`src/rtl/out_uart_pkg.sv`:
```
// out_uart_pkg: shared definitions for the OUT-register UART logger.
//   - uart_state_e : framing FSM state encoding (also exported for debug)
//   - IDLE_LEVEL / START_LEVEL : serial line levels
//   - clog2() : pointer width helper for the FIFO
package out_uart_pkg;

  typedef enum logic [2:0] {
    ST_IDLE   = 3'd0,
    ST_START  = 3'd1,
    ST_DATA   = 3'd2,
    ST_STOP   = 3'd3,
    ST_PARITY = 3'd4
  } uart_state_e;

  localparam logic IDLE_LEVEL  = 1'b1;
  localparam logic START_LEVEL = 1'b0;

  // Ceiling log2; clog2(1) = 0, clog2(4) = 2.
  function automatic int clog2(input int value);
    int r;
    int v;
    r = 0;
    v = value - 1;
    while (v > 0) begin
      r = r + 1;
      v = v >> 1;
    end
    return r;
  endfunction

endpackage

```
`src/rtl/out_uart_tx_if.sv`:
```
// out_uart_tx_if: bundle between the CPU OUT-register path and the UART logger.
//   write    : push strobe (CPU OUT-register write enable)
//   data     : 16-bit value being written into OUT
//   tx       : UART serial line, idle high
//   busy     : FIFO non-empty or frame in progress
//   full     : FIFO holds FIFO_DEPTH entries
//   overflow : sticky, a push was dropped
//   state    : framing FSM state, for observation only
// Handshake: write is a one-cycle push request with no ready; a push at a
// rising edge is taken when full is low at that edge, otherwise the word is
// dropped and overflow latches high until reset.
interface out_uart_tx_if;
  import out_uart_pkg::*;

  logic        write;
  logic [15:0] data;
  logic        tx;
  logic        busy;
  logic        full;
  logic        overflow;
  uart_state_e state;

  modport master (
    output write, data,
    input  tx, busy, full, overflow, state
  );

  modport slave (
    input  write, data,
    output tx, busy, full, overflow, state
  );

endinterface

```
`src/rtl/out_fifo.sv`:
```
// out_fifo: synchronous FIFO with drop-on-full.
//   clk, rst : clock, synchronous active-high reset
//   push/din : write request and data; ignored (drop pulse) when full
//   pop/dout : read request and head-of-queue data (dout valid when !empty)
//   full     : count == DEPTH
//   empty    : count == 0
//   drop     : one-cycle pulse when a push is refused because full
// A push while full is refused even if a pop happens the same cycle.
module out_fifo
  import out_uart_pkg::*;
#(
  parameter int WIDTH = 16,
  parameter int DEPTH = 4
) (
  input  logic             clk,
  input  logic             rst,
  input  logic             push,
  input  logic             pop,
  input  logic [WIDTH-1:0] din,
  output logic [WIDTH-1:0] dout,
  output logic             full,
  output logic             empty,
  output logic             drop
);

  localparam int AW = clog2(DEPTH);
  localparam logic [AW:0] DEPTH_C = (AW+1)'(DEPTH);

  logic [WIDTH-1:0] mem_q [DEPTH];
  logic [AW-1:0]    wr_ptr_q, wr_ptr_d;
  logic [AW-1:0]    rd_ptr_q, rd_ptr_d;
  logic [AW:0]      count_q, count_d;
  logic             push_ok, pop_ok;

  assign full    = (count_q == DEPTH_C);
  assign empty   = (count_q == '0);
  assign push_ok = push & ~full;
  assign pop_ok  = pop & ~empty;
  assign drop    = push & full;
  assign dout    = mem_q[rd_ptr_q];

  always_comb begin
    wr_ptr_d = wr_ptr_q;
    rd_ptr_d = rd_ptr_q;
    count_d  = count_q;
    if (push_ok) wr_ptr_d = wr_ptr_q + AW'(1);
    if (pop_ok)  rd_ptr_d = rd_ptr_q + AW'(1);
    case ({push_ok, pop_ok})
      2'b10:   count_d = count_q + (AW+1)'(1);
      2'b01:   count_d = count_q - (AW+1)'(1);
      default: count_d = count_q;
    endcase
  end

  always_ff @(posedge clk) begin
    if (rst) begin
      wr_ptr_q <= '0;
      rd_ptr_q <= '0;
      count_q  <= '0;
    end else begin
      wr_ptr_q <= wr_ptr_d;
      rd_ptr_q <= rd_ptr_d;
      count_q  <= count_d;
    end
  end

  // Storage needs no reset: entries are only read after being written.
  always_ff @(posedge clk) begin
    if (push_ok) mem_q[wr_ptr_q] <= din;
  end

endmodule

```
`src/rtl/out_uart_tx.sv`:
```
// out_uart_tx: logs CPU OUT-register writes on a UART line.
// Each 16-bit write is queued in out_fifo and sent as two 8N1 frames,
// high byte first, LSB first within a byte, CLK_DIV clocks per bit.
//   clk : system clock
//   rst : synchronous active-high reset (aborts any frame in progress)
//   bus : out_uart_tx_if.slave (write/data in; tx/busy/full/overflow/state out)
// Optional macro OUT_UART_PARITY_EN inserts an even-parity bit between the
// data bits and the stop bit.
module out_uart_tx
  import out_uart_pkg::*;
#(
  parameter int CLK_DIV    = 16,
  parameter int FIFO_DEPTH = 4
) (
  input  logic         clk,
  input  logic         rst,
  out_uart_tx_if.slave bus
);

  localparam logic [15:0] DIV_M1 = 16'(CLK_DIV - 1);

  uart_state_e state_q, state_d;
  logic [15:0] cnt_q, cnt_d;
  logic [2:0]  bit_idx_q, bit_idx_d;
  logic        byte_hi_q, byte_hi_d;
  logic [15:0] word_q, word_d;
  logic        tx_q, tx_d;
  logic        overflow_q;

  logic        tick;
  logic        pop;
  logic        fifo_empty, fifo_full, fifo_drop;
  logic [15:0] fifo_dout;
  logic [7:0]  cur_byte;

  out_fifo #(
    .WIDTH (16),
    .DEPTH (FIFO_DEPTH)
  ) u_fifo (
    .clk   (clk),
    .rst   (rst),
    .push  (bus.write),
    .pop   (pop),
    .din   (bus.data),
    .dout  (fifo_dout),
    .full  (fifo_full),
    .empty (fifo_empty),
    .drop  (fifo_drop)
  );

  assign tick     = (cnt_q == DIV_M1);
  assign cur_byte = byte_hi_q ? word_q[15:8] : word_q[7:0];

  // State register and datapath registers.
  always_ff @(posedge clk) begin
    if (rst) begin
      state_q    <= ST_IDLE;
      cnt_q      <= '0;
      bit_idx_q  <= '0;
      byte_hi_q  <= 1'b1;
      word_q     <= '0;
      tx_q       <= IDLE_LEVEL;
      overflow_q <= 1'b0;
    end else begin
      state_q   <= state_d;
      cnt_q     <= cnt_d;
      bit_idx_q <= bit_idx_d;
      byte_hi_q <= byte_hi_d;
      word_q    <= word_d;
      tx_q      <= tx_d;
      if (fifo_drop) overflow_q <= 1'b1;
    end
  end

  // Next-state logic. The baud counter runs in every non-idle state and
  // wraps on tick, so each state lasts exactly CLK_DIV cycles per bit.
  always_comb begin
    state_d   = state_q;
    cnt_d     = cnt_q;
    bit_idx_d = bit_idx_q;
    byte_hi_d = byte_hi_q;
    word_d    = word_q;
    pop       = 1'b0;
    if (state_q != ST_IDLE) cnt_d = tick ? '0 : cnt_q + 16'd1;
    case (state_q)
      ST_IDLE: begin
        cnt_d = '0;
        if (!fifo_empty) begin
          pop       = 1'b1;
          word_d    = fifo_dout;
          byte_hi_d = 1'b1;
          state_d   = ST_START;
        end
      end
      ST_START: begin
        if (tick) begin
          state_d   = ST_DATA;
          bit_idx_d = '0;
        end
      end
      ST_DATA: begin
        if (tick) begin
          if (bit_idx_q == 3'd7) begin
`ifdef OUT_UART_PARITY_EN
            state_d = ST_PARITY;
`else
            state_d = ST_STOP;
`endif
          end else begin
            bit_idx_d = bit_idx_q + 3'd1;
          end
        end
      end
`ifdef OUT_UART_PARITY_EN
      ST_PARITY: begin
        if (tick) state_d = ST_STOP;
      end
`endif
      ST_STOP: begin
        if (tick) begin
          // High byte done: go straight into the low byte's start bit.
          if (byte_hi_q) begin
            byte_hi_d = 1'b0;
            state_d   = ST_START;
          end else begin
            state_d = ST_IDLE;
          end
        end
      end
      default: state_d = ST_IDLE;
    endcase
  end

  // Output decode. The line level is registered, so tx follows the state
  // by one cycle and never depends combinationally on write/data.
  always_comb begin
    tx_d = IDLE_LEVEL;
    case (state_q)
      ST_START:  tx_d = START_LEVEL;
      ST_DATA:   tx_d = cur_byte[bit_idx_q];
`ifdef OUT_UART_PARITY_EN
      ST_PARITY: tx_d = ^cur_byte;
`endif
      default:   tx_d = IDLE_LEVEL;
    endcase
  end

  assign bus.tx       = tx_q;
  assign bus.busy     = (state_q != ST_IDLE) || !fifo_empty;
  assign bus.full     = fifo_full;
  assign bus.overflow = overflow_q;
  assign bus.state    = state_q;

endmodule

```
`src/flat_wrapper.sv`:
```
// flat-port wrapper written by rule: the top's interface ports become plain ports
module out_uart_tx_flat import out_uart_pkg::*;
#(
  parameter int CLK_DIV    = 16,
  parameter int FIFO_DEPTH = 4
)
  (clk, rst, bus_write, bus_data, bus_tx, bus_busy, bus_full, bus_overflow, bus_state);
  out_uart_tx_if bus_i ();
  input  logic clk;
  input  logic rst;
  input wire logic [$bits(bus_i.write)-1:0] bus_write;
  input wire logic [$bits(bus_i.data)-1:0] bus_data;
  output wire logic [$bits(bus_i.tx)-1:0] bus_tx;
  output wire logic [$bits(bus_i.busy)-1:0] bus_busy;
  output wire logic [$bits(bus_i.full)-1:0] bus_full;
  output wire logic [$bits(bus_i.overflow)-1:0] bus_overflow;
  output wire logic [$bits(bus_i.state)-1:0] bus_state;
  assign bus_i.write = bus_write;
  assign bus_i.data = bus_data;
  assign bus_tx = bus_i.tx;
  assign bus_busy = bus_i.busy;
  assign bus_full = bus_i.full;
  assign bus_overflow = bus_i.overflow;
  assign bus_state = bus_i.state;
  out_uart_tx #(.CLK_DIV(CLK_DIV), .FIFO_DEPTH(FIFO_DEPTH)) u_core (.clk(clk), .rst(rst), .bus(bus_i));
endmodule
```
`config.mk`:
```
export PLATFORM = sky130hd
export DESIGN_NAME = out_uart_tx_flat
export DESIGN_NICKNAME = d
export VERILOG_FILES = /design/src/rtl/out_uart_pkg.sv /design/src/rtl/out_uart_tx_if.sv /design/src/rtl/out_fifo.sv /design/src/rtl/out_uart_tx.sv /design/src/flat_wrapper.sv
export SDC_FILE = /design/constraint.sdc
export NUM_CORES = 1
export LEC_CHECK = 0
export CAP_MARGIN = 20
export CORE_UTILIZATION = 46
export CTS_CLUSTER_DIAMETER = 80
export DETAILED_ROUTE_END_ITERATION = 16
export DONT_BUFFER_PORTS = 1
export SLEW_MARGIN = 10
export SYNTH_ARGS = -nofsm -noshare
export SYNTH_HDL_FRONTEND = slang
export SYNTH_SLANG_ARGS = --single-unit
```
`constraint.sdc`:
```
create_clock -name clk -period 4.3 [get_ports clk]
set_clock_uncertainty 0.15 [all_clocks]
set_input_delay 0.86 -clock clk [delete_from_list [all_inputs] [get_ports clk]]
set_output_delay 0.86 -clock clk [all_outputs]
set_load 0.005 [all_outputs]
```
Yosys cells after proc, flatten, opt, wreduce, memory -nomap -nowiden
Memory sizes are Yosys's and may differ from the RTL's. A register that Yosys moved wholly into a read port is not among the register bits.
Cells that the tools add are included.
{"block": "totals", "register_bits": 32, "out_inout_bits": 7, "in_bits": 19, "mem_count": 1, "elab_cells": 73, "ram_bits": 64}
{"block": "op_classes", "n_addsub": 6, "bitwise": 5, "order_cmp": 1, "n_mux": 24, "n_eq_ne": 14, "reduce_logical": 13}
{"memory": "u_core.u_fifo.mem_q", "depth": 4, "width": 16, "rd": 1, "rd_ports_with_merged_regs": 1, "wr": 1, "line_no": "out_fifo.sv:29", "rtl": "logic [WIDTH-1:0] mem_q [DEPTH];"}
{"cell": "$mux W3", "n": 8}
{"cell": "$add A16 B1 Y16 const B", "n": 1}
{"cell": "$eq A16 B4 Y1 const B", "n": 1}
{"cell": "$mux W16", "n": 1}
{"cell": "$pmux W3 S2", "n": 2}
{"cell": "$pmux W3 S4", "n": 1}
{"cell": "$mux W1", "n": 8}
{"cell": "$mux W8", "n": 1}
{"cell": "$ne A2 B1 Y1 const B", "n": 4}
{"cell": "$add A3 B1 Y3 const B", "n": 2}
{"cell": "$eq A3 B2 Y1 const B", "n": 2}
{"cell": "$eq A3 B3 Y1 const B", "n": 2}
{"cell": "$logic_not A3 Y1", "n": 2}
{"cell": "$reduce_bool A2 Y1", "n": 3}
{"cell": "$reduce_and A5 Y1", "n": 1}
{"cell": "$add A2 B1 Y2 const B", "n": 2}
{"cell": "$lt A3 B4 Y1 const B", "n": 1}
{"cell": "$ne A2 B2 Y1 const B", "n": 2}
{"cell": "$pmux W1 S2", "n": 2}
{"cell": "$reduce_and A4 Y1", "n": 1}
{"cell": "$and A1 B1 Y1", "n": 3}
{"cell": "$bmux W1 S3", "n": 1}
{"cell": "$eq A3 B1 Y1 const B", "n": 1}
{"cell": "$reduce_and A3 Y1", "n": 1}
{"cell": "other kinds (9)", "n": 10}

Logic depth before layout (Yosys ltp)
Gate-level depths: netlist of run 1.
{"block": "logic_depth", "depth_word": 6, "mapped_depth": 12}

Modules after synthesis
A second synthesis of run 1 with hierarchy kept.
{"block": "unflattened", "hier_cells": 361, "area_unflattened_um2": 4702.0}
{"module": "out_fifo", "instances": 1, "cells_each": 139, "area_per_inst_um2": 2827.7}
{"module": "out_uart_tx", "instances": 1, "cells_each": 222, "area_per_inst_um2": 1874.3}

Worst setup path before layout of run 1
No wires, ideal clock.
{"block": "synth_path", "path_type": "input to register", "from": "in bus_write", "to": "reg u_core.u_fifo.count_q[2]", "setup_ns": 0.070, "n_path_buf": 1, "path_slack_ns": 1.734, "required_ns": 4.080, "stages": 9, "arrival_ns": 2.346, "path_cell_list": "nor2b_1 > clkbuf_1 > inv_1 > ha_1 > inv_1 > fa_1 > xor2_1 > or3_1 > a21oi_1"}
{"block": "synth_via", "elab_chain_cells": 3, "word_cells_on_any_way": 5, "classes_between": "2 x eq/ne; 1 x mux; 1 x bitwise; 1 x reduce/logical"}
{"item": "start: declaration", "line_no": "flat_wrapper.sv:11", "rtl": "input wire logic [$bits(bus_i.write)-1:0] bus_write;"}
{"item": "$and A1 B1 Y1 (*)", "line_no": "out_fifo.sv:37", "rtl": "assign push_ok = push & ~full;"}
{"item": "$eq A2 B1 Y1 / $eq A2 B2 Y1 (equally long branches)", "line_no": "out_fifo.sv:48", "rtl": "case ({push_ok, pop_ok})"}
{"item": "$pmux W3 S2 / $reduce_bool A2 Y1 (equally long branches)"}
{"item": "end signal: assignment", "line_no": "out_fifo.sv:63", "rtl": "count_q <= count_d;"}
{"item": "end: declaration", "line_no": "out_fifo.sv:32", "rtl": "logic [AW:0] count_q, count_d;"}
Mark *: on every way between the ends. The rest lies on a longest branch, timed or not.
A chain may end at the register's enable or synchronous reset.

Worst setup path after layout of run 1
{"block": "layout_path", "from": "reg u_core.state_q[0], in the netlist u_core.bus.state[0]", "to": "reg u_core.u_fifo.count_q[2]"}
{"block": "layout_via", "elab_chain_cells": 5, "word_cells_on_any_way": 7, "classes_between": "2 x eq/ne; 2 x mux; 1 x bitwise; 2 x reduce/logical"}
{"item": "start: declaration", "line_no": "out_uart_tx.sv:22", "rtl": "uart_state_e state_q, state_d;"}
{"item": "start signal: assignment", "line_no": "out_uart_tx.sv:65", "rtl": "state_q <= state_d;"}
{"item": "$logic_not A3 Y1 (*)", "line_no": "out_uart_tx.sv:85", "rtl": "case (state_q)"}
{"item": "$mux W1 (*)", "line_no": "out_uart_tx.sv:85"}
{"item": "$and A1 B1 Y1 (*)", "line_no": "out_fifo.sv:38", "rtl": "assign pop_ok = pop & ~empty;"}
{"item": "$eq A2 B1 Y1 / $eq A2 B2 Y1 (equally long branches)", "line_no": "out_fifo.sv:48"}
{"item": "$pmux W3 S2 / $reduce_bool A2 Y1 (equally long branches)"}
Marks and branches as above.

==> qor.yml, run 1 <==
job:
  cap_violations: 0
routing:
  initialDrtViolationCount: 74
  final_antenna_net_count: 0
  wirelength_mm: 7.50
  vias_per_cell: 5.26
  drc: 0
  wl_per_cell_um: 15.5
  via_count: 2539
  firstDrtPassIters: 4
pwr:
  switching_share_pct: 31.6
  power.switching_mw: 0.874
  pwr-share-comb_pct: 25.9
  p_per_area_mw_per_mm2: 563
  power.share.clock_pct: 23.5
  internal-power_mw: 1.90
  power.total_mw: 2.77
  power_frac_seq_pct: 50.6
  peakVddDrop_mv: 0.319
  power_leakage_nw: 1.58
global_route:
  grt_pass1_wl_mm: 12.2
  grtUsageTotal_pct: 15.8
  grt_max_degree: 38
  antenna_found_initial: 0
  grt_pass1_vias: 2570
  overflow: 0
timing:
  setup_viol: 0
  max_freq_mhz: 335
  hold_viol_final: 0
  worst_pin_slew_ns: 0.831
  worst_slack_ns: 1.31
  slew_headroom_pct: 44.5
  rsz0062_at_grt: "false"
  fin_setup_tns_ns: 0
  min_period_ns: 2.99
  final-max-slew-violation-count: 0
  fin_crit_sh_pct: 69.5
cells_and_area:
  syn_to_final_growth_pct: 6.55
  layout_common_cells: "edfxtp_1, dfxtp_1, nand2_1, a21oi_1, nor2_1"
  final_common_cell: "edfxtp_1"
  nFillCells: 844
  multi_input_area_sq_mm: 0.00163
  ff_latch_area_sq_mm: 0.00286
  antennaDiodeCount: 0
  layout-drive-gt1-share_pct: 13.1
  nets: 377
clocking:
  clock_latency_ns: 0.37
  hold_buffers: 0
  htreeDepth: 3
  cts_tree: "done"
  ctsResizeCount: 0
  cts_buffers: 9
  cts_sinks: 111
  cts_root_buffer: "clkbuf_8"
  postCtsSetupBuffers: 0
  clockBufferDepth: 2
  clk_transition_reported_paths_ns: 0.10
placement:
  dpl.hpwl_mm: 5.03
  portBuffers: 0
  pre_cts_slack_ns: 1.31
  gp_congestion: 0.707
critical_path:
  rrSetupSlack_ns: 1.31
  reg2reg_depth: 11
  crit_fanout: 19
  cp-startpoint: "u_core.bus.state[0]$_SDFFE_PP0P_"
  r2r-start: "u_core.bus.state[0]$_SDFFE_PP0P_"
  arrival_ns: 3.14
  crit_type: "reg -> reg"
  start_kind: "flip-flop"
  end_kind: "flip-flop"
  required_ns: 4.46
  reg2reg_to: "u_core.u_fifo.count_q[2]$_SDFFE_PP0P_"
worst_hold_path:
  min_path_cells: 2
  hp-start: "u_core.word_q[12]$_SDFFE_PP0P_"
  hold_path_end: "u_core.word_q[12]$_SDFFE_PP0P_"
  hp-class: "reg -> reg"
floorplan:
  chipHeight_um: 102
  ioPinCount: 26
  initial_core_util_pct: 47.3
  die_area_sq_mm: 0.0105
  die_w_um: 102
  fp.coreArea_sq_mm: 0.00977
  std_cell_rows: 36
synthesis:
  yosysSeqAreaShare_pct: 62.0
  yosysWarnings: 0
  ys_ff_latch: 111
  synth-edff-count: 64
  synthFlopType: "edfxtp_1"
  avgSynthCellArea_sq_um: 13.2
  yosysUniqueCellTypes: 48
  synthArstFlopShare_pct: 0
  syn_nets: 383
  postSynthCellCount: 351
  netlist_area_sq_mm: 0.00462
outcome:
  status: "completed"
-- critical path: stages (launching register included) --
cell	delay, ns
dfxtp_1	0.36
inv_1	0.12
ha_1	0.43
nand2b_1	0.11
buf_4	0.21
inv_2	0.24
ha_1	0.24
inv_1	0.07
fa_1	0.38
xor2_1	0.16
or3_1	0.30
a21oi_1	0.14
-- metal layers --
metal / GRT usage [%] / up-vias / part of all wire, % / routed length (um)
met5: 0 / - / 0 / 0
met2: 26.5 / 46 / 50 / 3730
met4: 5.38 / 0 / 1.1 / 85
met1: 19.0 / 1222 / 44 / 3300
met3: 5.34 / 9 / 4.9 / 371
li1: - / 1262 / - / -
-- power groups by stage --
stage	Clock [mW]	Combinational, mW	Sequential (mW)
floorplan	0	0.627	1.38
global placement	0	0.720	1.42
detailed placement	0	0.731	1.43
CTS	0.669	0.733	1.40
global route	0.703	0.822	1.42
finish	0.651	0.718	1.40
-- cell families after synthesis --
logic type               Yosys count  synth area share, %
AND/OR/NAND/NOR                  117                 13.4
flip-flops                       111                 62.0
AO/OA/AOI/OAI                     37                 4.58
buffers and inverters             30                 2.79
multiplexers                      25                 10.3
XOR/XNOR                          17                 3.22
adder cells (fa/ha/maj)           13                 3.68
other                              1               0.0812
-- cells in the mapped netlist (7+ instances only) --
cell type / number / area share [%]
dfxtp_1: 47 / 20
mux4_2: 18 / 8.8
ha_1: 12 / 3.2
nand2_1: 41 / 3.3
a21oi_1: 25 / 2.7
xnor2_1: 11 / 2.1
inv_1: 10 / 0.81
clkbuf_1: 9 / 0.73
buf_2: 7 / 0.76
nand3_1: 7 / 0.76
nor2_1: 23 / 1.9
nor3_1: 9 / 0.97
edfxtp_1: 64 / 42
-- flip-flops by register name, indices dropped and copies added (netlist names) --
name / cells
u_core.u_fifo.mem_q: 64
u_core.cnt_q: 16
u_core.word_q: 16
u_core.bit_idx_q: 3
u_core.u_fifo.count_q: 3
u_core.bus.state: 2
u_core.u_fifo.rd_ptr_q: 2
u_core.u_fifo.wr_ptr_q: 2
u_core.bus.overflow: 1
u_core.bus.tx: 1
u_core.byte_hi_q: 1
-- cell type report --
cell class              count  share of cell area, %
clock buffers               9                   2.52
multi-input cells         210                   33.1
inverters                  11                  0.839
repair buffers              2                  0.305
flip-flops and latches    111                   58.1
clock inverters             7                   1.73
well taps                 133                   3.38
-- worst max-delay path by stage --
stage	cells after the start	end	slack [ns]
finish	11	u_core.u_fifo.count_q[2]$_SDFFE_PP0P_	1.31
global route	11	u_core.u_fifo.count_q[2]$_SDFFE_PP0P_	1.09
CTS	11	u_core.u_fifo.count_q[2]$_SDFFE_PP0P_	1.30
floorplan	9	u_core.u_fifo.count_q[2]$_SDFFE_PP0P_	1.73
global placement	11	u_core.u_fifo.count_q[2]$_SDFFE_PP0P_	1.44
detailed placement	11	u_core.u_fifo.count_q[2]$_SDFFE_PP0P_	1.31
-- metrics by stage --
stage                     std cells  utilization (%)  area, sq um  hold slack (ns)
after CTS                       483             50.4         4920            0.307
after floorplan                 351                -         4620            0.280
after global placement          467             48.2         4710            0.288
after global routing            483             50.4         4920            0.326
after detailed placement        467             48.2         4710            0.292
final                           483             50.4         4920            0.304
Note: power is estimated with default switching activity, not from simulation.
==> run 2, diff against run 1 <==
clock period = 2.83 ns   (was 4.3 ns; I/O delays follow)
==> qor.yml, run 2 (same netlist as run 1, synthesis figures left out) <==
outcome:
  status: "completed"  # unchanged
clocking:
  ctsResizeCount: 0  # unchanged
  clock_latency_ns: 0.36  # was 0.37 ns
  hold_buffers: 0  # unchanged
  cts_tree: "done"  # unchanged
  htreeDepth: 3  # unchanged
  postCtsSetupBuffers: 0  # unchanged
  cts_root_buffer: "clkbuf_8"  # unchanged
  cts_buffers: 9  # unchanged
  clockBufferDepth: 2  # unchanged
  cts_sinks: 111  # unchanged
  clk_transition_reported_paths_ns: 0.11  # was 0.10 ns
critical_path:
  cp_num_cells: 9  # was 11
  slowest_stage: "dfxtp_1"  # was ha_1
  crit_type: "reg -> reg"  # unchanged
  start_kind: "flip-flop"  # unchanged
  crit_buf_inv: 2  # was 4
  rrSetupSlack_ns: 0.45  # was 1.31 ns
  cp-startpoint: "u_core.u_fifo.count_q[2]$_SDFFE_PP0P_"  # was u_core.bus.state[0]$_SDFFE_PP0P_
  path_cells: "nor3b_1 -> nor2b_1 -> inv_1 -> ha_1 -> inv_1 -> fa_1 -> xor2_1 -> or3_1 -> a21oi_1"  # was inv_1 -> ha_1 -> nand2b_1 -> buf_4 -> inv_2 -> ha_1 -> inv_1 -> fa_1 -> xor2_1 -> or3_1 -> a21oi_1
  max_stage_delay_ns: 0.38  # was 0.43 ns
  critPathTopFamily: "simple AND/OR/NAND/NOR gates"  # was adder cells
  endpoint: "u_core.u_fifo.count_q[2]$_SDFFE_PP0P_"  # unchanged
  end_kind: "flip-flop"  # unchanged
  required_ns: 2.97  # was 4.46 ns
  arrival_ns: 2.53  # was 3.14 ns
  crit_fanout: 7  # was 19
  r2r-start: "u_core.u_fifo.count_q[2]$_SDFFE_PP0P_"  # was u_core.bus.state[0]$_SDFFE_PP0P_
  reg2reg_to: "u_core.u_fifo.count_q[2]$_SDFFE_PP0P_"  # unchanged
  cp_common_cell: "inv_1"
  reg2reg_depth: 9  # was 11
routing:
  wirelength_mm: 7.63  # was 7.50 mm
  drc: 0  # unchanged
  via_count: 2600  # was 2539
  vias_per_cell: 5.30  # was 5.26
  final_antenna_net_count: 0  # unchanged
  initialDrtViolationCount: 69  # was 74
  wl_per_cell_um: 15.5  # about the same
  firstDrtPassIters: 4  # unchanged
pwr:
  p_per_area_mw_per_mm2: 850  # was 563 mW/mm^2
  power_leakage_nw: 1.61  # was 1.58 nW
  peakVddDrop_mv: 0.496  # was 0.319 mV
floorplan:
  initial_core_util_pct: 47.3  # unchanged
  die_w_um: 102  # unchanged
  ioPinCount: 26  # unchanged
  std_cell_rows: 36  # unchanged
  fp.coreArea_sq_mm: 0.00977  # unchanged
  die_area_sq_mm: 0.0105  # unchanged
  chipHeight_um: 102  # unchanged
global_route:
  grt_pass1_vias: 2546  # was 2570
  gr-max-usage-layer: "met2"  # unchanged
  grt_max_degree: 38  # unchanged
  antenna_found_initial: 0  # unchanged
  grt_util_met1_pct: 20.8  # was 19.0%
  grtUsageTotal_pct: 16.1  # was 15.8%
  globalRouteMet3Util_pct: 4.17  # was 5.34%
  grt_util_met2_pct: 26.8  # was 26.5%
  grt_pass1_wl_mm: 12.7  # was 12.2 mm
  overflow: 0  # unchanged
cells_and_area:
  syn_to_final_growth_pct: 7.55  # was 6.55%
  nets: 385  # was 377
  layout-drive-gt1-share_pct: 15.1  # was 13.1%
  layout_common_cells: "edfxtp_1, dfxtp_1, nand2_1, a21oi_1, nor2_1"  # unchanged
  design_area_sq_mm: 0.00497  # was 0.00492 sq mm
  largest_register_ffs: 64  # unchanged
  largestRegisters: "u_core.u_fifo.mem_q x64, u_core.cnt_q x16, u_core.word_q x16"  # unchanged
  final_common_cell: "edfxtp_1"  # unchanged
  antennaDiodeCount: 0  # unchanged
  top_register: "u_core.u_fifo.mem_q"  # unchanged
timing:
  final-max-slew-violation-count: 0  # unchanged
  rsz0062_at_grt: "false"  # unchanged
  fin_crit_sh_pct: 84.1  # was 69.5%
  setup_viol: 0  # unchanged
  max_freq_mhz: 420  # was 335 MHz
  hold_viol_final: 0  # unchanged
  slew_headroom_pct: 41.9  # was 44.5%
  worst_pin_slew_ns: 0.870  # was 0.831 ns
  min_period_ns: 2.38  # was 2.99 ns
  fin_setup_tns_ns: 0  # unchanged
placement:
  place_area_sq_mm: 0.00477  # was 0.00471 sq mm
  gp_congestion: 0.757  # was 0.707
  dpl.hpwl_mm: 5.01  # was 5.03 mm
  portBuffers: 0  # unchanged
worst_hold_path:
  hp-class: "in -> reg"  # was reg -> reg
job:
  cap_violations: 0  # unchanged
-- run 2: cell types whose count changed in the layout (fill, tap and decap cells not counted) --
| cell | previous run | this run |
|---|---|---|
| bufinv_16 | 1 | 0 |
| clkinv_8 | 0 | 1 |
| buf_4 | 2 | 10 |
-- run 2: stage by stage --
stage | hold slack, ns | power [mW] | util (%) | instances | setup WS (ns)
after floorplan | 0.280 | 3.05 | - | 351 | 0.312
after global placement | 0.286 | 3.34 | 48.8 | 475 | 0.560
after detailed placement | 0.291 | 3.37 | 48.8 | 475 | 0.461
after CTS | 0.0879 | 4.29 | 50.8 | 491 | 0.429
after global routing | 0.0908 | 4.51 | 50.8 | 491 | 0.238
final | 0.112 | 4.22 | 50.8 | 491 | 0.449
-- run 2: worst min-delay path by stage --
stage,startpoint,end,slack (ns),cells after the start
floorplan,u_core.cnt_q[0]$_SDFFE_PP0P_,u_core.cnt_q[0]$_SDFFE_PP0P_,0.28,1
global placement,u_core.word_q[9]$_SDFFE_PP0P_,u_core.word_q[9]$_SDFFE_PP0P_,0.29,2
detailed placement,u_core.word_q[7]$_SDFFE_PP0P_,u_core.word_q[7]$_SDFFE_PP0P_,0.29,2
CTS,rst,u_core.u_fifo.count_q[0]$_SDFFE_PP0P_,0.09,1
global route,rst,u_core.cnt_q[6]$_SDFFE_PP0P_,0.09,1
finish,rst,u_core.cnt_q[6]$_SDFFE_PP0P_,0.11,1
-- run 2: layout make-up --
cell class,count,area (sq um)
Fill cell,877,4800
Clock buffer,9,124
Multi-Input combinational cell,210,1630
Sequential cell,111,2860
Clock inverter,7,71.3
Tap cell,133,166
Timing Repair Buffer,10,75.1
Inverter,11,41.3
-- run 2: where the power goes --
group / switching, mW / leakage, nW / internal [mW]
Combinational: 0.663 / 0.545 / 0.529
Clock: 0.565 / 0.100 / 0.349
Sequential: 0.145 / 0.970 / 1.97
-- run 2: worst register-to-register path, delay by kind of cell, from the launching register on --
family,cells,cell delay (ns)
buffers and inverters,2,0.15
AOI/OAI and AO/OA,1,0.14
adders and majority gates,2,0.55
xor gates and xnor gates,1,0.16
DFF,1,0.38
and+or+nand+nor,3,0.80
-- run 2: metal layers --
metal,up-vias,share of wire [%]
li1,1281,-
met1,1283,46
met2,28,49
met3,8,3.4
met4,0,1.0
met5,-,0
